===== config.mk =====
export PLATFORM = sky130hd
export DESIGN_NAME = vga_bus_ctrl
export DESIGN_NICKNAME = d
export VERILOG_FILES = /design/src/rtl/vga_bus_ctrl.sv
export SDC_FILE = /design/constraint.sdc
export NUM_CORES = 1
export LEC_CHECK = 0
export ABC_AREA = 1
export CAP_MARGIN = 0
export CORE_ASPECT_RATIO = 0.9
export CORE_MARGIN = 5
export CORE_UTILIZATION = 45
export CTS_BUF_LIST = sky130_fd_sc_hd__clkbuf_16
export DETAILED_ROUTE_END_ITERATION = 8
export HOLD_SLACK_MARGIN = 0.05
export PLACE_DENSITY = 0.71
export SLEW_MARGIN = 5
export SYNTH_ARGS = -nofsm -noshare
export SYNTH_HDL_FRONTEND = slang
export SYNTH_SLANG_ARGS = --single-unit

===== constraint.sdc =====
create_clock -name CLK -period 1.7 [get_ports CLK]
set_input_delay 0.34 -clock CLK [delete_from_list [all_inputs] [get_ports CLK]]
set_output_delay 0.34 -clock CLK [all_outputs]
set_load 0.02 [all_outputs]

===== src/rtl/vga_bus_ctrl.sv =====
// vga_bus_ctrl: bus peripheral between the 8-bit processor bus and the VGA
// frame-buffer wrapper. Provides X/Y pixel access, the colour configuration
// register and a full-frame hardware fill engine.
// Optional build macro VGA_FILL_IRQ_EN adds a one-cycle IRQ pulse when a fill completes.
module vga_bus_ctrl #(
    parameter logic [7:0]  BASE_ADDR  = 8'hB0,
    parameter int          H_PIXELS   = 160,
    parameter int          V_PIXELS   = 120,
    parameter logic [15:0] COLOUR_RST = 16'hFF00
) (
    input  logic        CLK,
    input  logic        RESET,
    input  logic [7:0]  BUS_ADDR,
    input  logic [7:0]  BUS_DATA_IN,
    input  logic        BUS_WE,
    output logic [7:0]  BUS_DATA_OUT,
    output logic        BUS_DATA_OE,
    output logic [14:0] A_ADDR,
    output logic        A_DATA_IN,
    output logic        A_WE,
    input  logic        FB_RD_DATA,
    output logic [15:0] CONFIG_COLOURS,
    output logic        BUSY
`ifdef VGA_FILL_IRQ_EN
    ,
    output logic        IRQ
`endif
);

    typedef enum logic {IDLE, FILL} state_t;

    localparam logic [7:0] H_LIM   = 8'(H_PIXELS);
    localparam logic [6:0] V_LIM   = 7'(V_PIXELS);
    localparam logic [7:0] FX_LAST = 8'(H_PIXELS - 1);
    localparam logic [6:0] FY_LAST = 7'(V_PIXELS - 1);

    state_t      state, next_state;
    logic [7:0]  x_reg;
    logic [6:0]  y_reg;
    logic [7:0]  fx;
    logic [6:0]  fy;
    logic        fill_val;
    logic        pix_we;
    logic        pix_data;
    logic [7:0]  offset;
    logic        in_range;
    logic        wr;
    logic        rd;
    logic        fill_start;
    logic        fill_last;
    logic [7:0]  rd_mux;

    // Address decode: registers live at BASE_ADDR+0 .. BASE_ADDR+5.
    assign offset     = BUS_ADDR - BASE_ADDR;
    assign in_range   = (offset < 8'd6);
    assign wr         = in_range && BUS_WE;
    assign rd         = in_range && !BUS_WE;
    assign fill_start = wr && (offset == 8'd5) && BUS_DATA_IN[0] && (state == IDLE);
    assign fill_last  = (state == FILL) && (fx == FX_LAST) && (fy == FY_LAST);

    // State register for the fill engine.
    // NOTE: clocked blocks use non-blocking (<=) so every flop samples pre-edge values.
    always_ff @(posedge CLK or negedge RESET) begin
        if (!RESET) state <= IDLE;
        else        state <= next_state;
    end

    // Next-state and frame-buffer port drive; the sweep owns the A-port while filling.
    // NOTE: every signal gets a default first so no path leaves it unassigned (no latch).
    always_comb begin
        next_state = state;
        BUSY       = 1'b0;
        A_WE       = pix_we;
        A_DATA_IN  = pix_data;
        A_ADDR     = {y_reg, x_reg};
        case (state)
            IDLE: if (fill_start) next_state = FILL;
            FILL: begin
                BUSY      = 1'b1;
                A_WE      = 1'b1;
                A_DATA_IN = fill_val;
                A_ADDR    = {fy, fx};
                if (fill_last) next_state = IDLE;
            end
            default: next_state = IDLE;
        endcase
    end

    // Register writes, pixel-write strobe and fill sweep counters.
    always_ff @(posedge CLK or negedge RESET) begin
        if (!RESET) begin
            x_reg          <= 8'd0;
            y_reg          <= 7'd0;
            CONFIG_COLOURS <= COLOUR_RST;
            pix_we         <= 1'b0;
            pix_data       <= 1'b0;
            fill_val       <= 1'b0;
            fx             <= 8'd0;
            fy             <= 7'd0;
        end else begin
            pix_we <= 1'b0;
            if (wr) begin
                case (offset)
                    8'd0: x_reg <= BUS_DATA_IN;
                    8'd1: y_reg <= BUS_DATA_IN[6:0];
                    8'd2: if (state == IDLE && x_reg < H_LIM && y_reg < V_LIM) begin
                        pix_we   <= 1'b1;
                        pix_data <= BUS_DATA_IN[0];
                    end
                    8'd3: CONFIG_COLOURS[7:0]  <= BUS_DATA_IN;
                    8'd4: CONFIG_COLOURS[15:8] <= BUS_DATA_IN;
                    8'd5: if (fill_start) fill_val <= BUS_DATA_IN[1];
                    default: ;
                endcase
            end
            if (fill_start) begin
                fx <= 8'd0;
                fy <= 7'd0;
            end else if (state == FILL) begin
                if (fx == FX_LAST) begin
                    fx <= 8'd0;
                    fy <= fy + 7'd1;
                end else begin
                    fx <= fx + 8'd1;
                end
            end
        end
    end

    // Read-data selection for the addressed register.
    always_comb begin
        rd_mux = 8'd0;
        case (offset)
            8'd0: rd_mux = x_reg;
            8'd1: rd_mux = {1'b0, y_reg};
            8'd2: rd_mux = {7'd0, FB_RD_DATA};
            8'd3: rd_mux = CONFIG_COLOURS[7:0];
            8'd4: rd_mux = CONFIG_COLOURS[15:8];
            8'd5: rd_mux = {7'd0, BUSY};
            default: rd_mux = 8'd0;
        endcase
    end

    // Registered read port: data and OE appear one cycle after the address.
    always_ff @(posedge CLK or negedge RESET) begin
        if (!RESET) begin
            BUS_DATA_OUT <= 8'd0;
            BUS_DATA_OE  <= 1'b0;
        end else begin
            BUS_DATA_OE  <= rd;
            BUS_DATA_OUT <= rd ? rd_mux : 8'd0;
        end
    end

`ifdef VGA_FILL_IRQ_EN
    // Completion interrupt: high in the first cycle after the last fill pixel.
    always_ff @(posedge CLK or negedge RESET) begin
        if (!RESET) IRQ <= 1'b0;
        else        IRQ <= fill_last;
    end
`endif

endmodule


==> results.sh <==
export IMPL_drtAntennaViolNets=0
export IMPL_htreeDepth=3
export IMPL_status="finished clean"
export IMPL_fp_dieArea_mm2=0.00873
export IMPL_gp_congestion=0.854
export IMPL_finalInstanceArea_mm2=0.00418
export IMPL_period_minus_slack_ns=1.68
export IMPL_first_pass_iters=5
export IMPL_dp_cells=551
export IMPL_grt_pass1_vias=2790
export IMPL_timing_final_crit_share_pct=98.6
export IMPL_synthMostInstantiatedCell="nand2_1"
export IMPL_dp_hpwl_um=6140
export IMPL_area_delta_synth_final_pct=33.3
export IMPL_slew_violations=0
export IMPL_totalWireLength_um=8240
export IMPL_start_util_pct=46.8
export IMPL_ys_seq_area_share_pct=47.4
export IMPL_tritoncts="yes"
export IMPL_power_leakage_uw=0.00213
export IMPL_num_io_pins=63
export IMPL_syn_nets=409
export IMPL_synth_cells=387
export IMPL_grt_pass1_wl_um=13700
export IMPL_core_mm2=0.00669
export IMPL_netlist_area_mm2=0.00313
export IMPL_stdcell_count=568
export IMPL_critPathCaptureType="output port"
export IMPL_fp_dieW_um=98.0
export IMPL_grt_use_total_pct=20.0
export IMPL_avgViaCountPerCell=5.10
export IMPL_synth_area_leader_cell="dfrtp_1"
export IMPL_nets=495
export IMPL_drv_cap=0
export IMPL_placed_cell_area_mm2=0.00397
export IMPL_grt_overflow_total=0
export IMPL_diodes=0
export IMPL_synth_cell_types=32
export IMPL_io_buffers=62
export IMPL_maxSlewHeadroom_pct=74.5
export IMPL_die_h_um=89.2
export IMPL_ys_flop_type="dfrtp_1"
export IMPL_setup_viol=0
export IMPL_peakVddDrop_mv=0.547
export IMPL_crit_buf_inv=2
export IMPL_vias=2895
export IMPL_netlist_top_cells_count="nand2_1, dfrtp_1, inv_1"
export IMPL_drc=0
export IMPL_wire_per_inst_um=14.5
export IMPL_max_freq_mhz=597
export IMPL_yosys_area_top_type_share_pct=40.7
export IMPL_rsz0062_at_grt="true"
export IMPL_synth_top_cells_by_area="dfrtp_1, nand2_1, dfstp_2"
export IMPL_antenna_found_initial=0
export IMPL_top_register="CONFIG_COLOURS"
export IMPL_max_stage_delay_ns=0.38
export IMPL_crit_required_ns=1.36
export IMPL_ys_warn_count=0
export IMPL_ctsRootBufferMaster="clkbuf_16"
export IMPL_finClkSkew_ns=0.00841
export IMPL_critical_path_class="flop to output port"
export IMPL_worst_pin_slew_ns=0.382
export IMPL_cts_made_buffers=9
export IMPL_cp_slowest_cell="dfrtp_1"
export IMPL_cp_start_kind="flop"
export IMPL_rows=28
export IMPL_synth_seq_cells=59
export IMPL_min_path_type="flop to flop"
export IMPL_async_flop_share_pct=100
export IMPL_p_per_area_mw_per_mm2=812
export IMPL_path_cells="buf_4 > or2_2 > buf_2"
export IMPL_drive_above_1_share_pct=23.6
export IMPL_cts_sinks=59
export IMPL_largest_reg_flops=16
export IMPL_first_iter_violations=242
export IMPL_synth_edf_count=0
export IMPL_clk_latency_ns=0.33
export IMPL_crit_family="flip-flops"
export IMPL_worstPathMaxFanout=12
export IMPL_grt_max_degree=60
export IMPL_hold_viol=0
export IMPL_synth_area_per_cell_um2=8.10
export IMPL_clkTransAtPathRegs_ns=0.05
export IMPL_arrival_ns=1.34
export IMPL_clock_path_buffers=2
cells in the final DEF (no fill, tap or decap), types with 2 or more instances in the layout:
cell type        Yosys  routed
buf_2                2      15
o21ai_0             32      28
nand3_1             33      33
nand2_2              9       9
dfstp_2              8       8
xor2_1               3       3
clkinv_1             0       2
dlymetal6s2s_1       0       3
inv_1               42      43
o21ai_1             10      14
nor3_1               2       2
inv_2                5       5
clkbuf_2             0       2
a21oi_1              5       5
o21ai_2             21      21
nor2_1              33      33
nand4_1              5       5
dlygate4sd2_1        0       8
nand2_4              4       4
or2_2                2       2
clkdlybuf4s50_1      0      32
clkbuf_16            0       9
dfrtp_1             51      50
nand2_1            100     100
buf_4                1      23
clkinvlp_4           0       2
power by group:
group	total [uW]	leakage, uW	switching, uW	internal [uW]
combinational	219	0.00127	128	90.3
sequential	1430	0.000718	8.09	1420
clock	1750	0.000138	633	1110
total	3390	0.00213	769	2620
layer usage:
metal	part of all wire [%]	GRT usage, %
met1	43	25.8
met2	49	33.4
met3	6.8	5.07
met4	1.4	6.42
met5	0	0
logic make-up (layout without fill, tap and decap cells):
kind of cell	Yosys count	count (layout)	share of synthesized area (%)
AND/OR/NAND/NOR	195	195	28.8
flip-flops	59	59	47.4
buffers and inverters	58	149	8.27
AO/OA/AOI/OAI	70	70	13.9
XOR/XNOR	3	3	0.839
adder cells (fa/ha/maj)	2	2	0.799
worst reg2reg max path: stages, from the launching register on:
cell     delay (ns)
dfrtp_2        0.40
ha_2           0.22
nand3_1        0.12
nor2_1         0.16
nand2_1        0.12
buf_4          0.19
inv_2          0.10
nand3_1        0.08
nand2_1        0.07
layout make-up:
type / count / area [um^2]
clock inverters: 7 / 61.3
inverters: 48 / 185
well taps: 90 / 113
repair buffers: 85 / 716
multi-input cells: 270 / 1390
fillers: 597 / 2510
clock buffers: 9 / 225
flip-flops and latches: 59 / 1490
metrics by stage:
step                      total power, uW  setup WS, ns  hold WS (ns)  utilization (%)  setup TNS (ns)
after floorplan                      1540       -0.0740        0.0444                -          -0.148
after CTS                            3400       0.00105         0.486             62.6               0
final                                3390        0.0239         0.485             62.4               0
after detailed placement             1670        -0.200         0.371             59.3           -8.09
after global routing                 3490       -0.0407         0.502             62.4          -0.179
after global placement               1660        -0.160         0.367             59.3           -6.23
worst paths after layout:
kind                                    from            endpoint  slack [ns]  depth (start not counted)
hold / removal             CONFIG_COLOURS[9]   CONFIG_COLOURS[9]        0.48                          2
max in group asynchronous              RESET  CONFIG_COLOURS[12]        0.85                          3
min in group asynchronous              RESET   CONFIG_COLOURS[5]        0.55                          3
setup / recovery                       state                A_WE        0.02                          3
hold reg to reg            CONFIG_COLOURS[9]   CONFIG_COLOURS[9]        0.48                          2
setup reg to reg                       fx[0]               fy[5]        0.18                          8
what timing repair did:
| action | in CTS | in global routing |
|---|---|---|
| setup buffers | 0 | 0 |
| endpoints found under the setup margin | 26 | 21 |
| hold endpoints to repair | 51 | 0 |
| hold buffers | 1 | 0 |
| resized for setup | 88 | 16 |
Power figures use the tool's default switching activity.
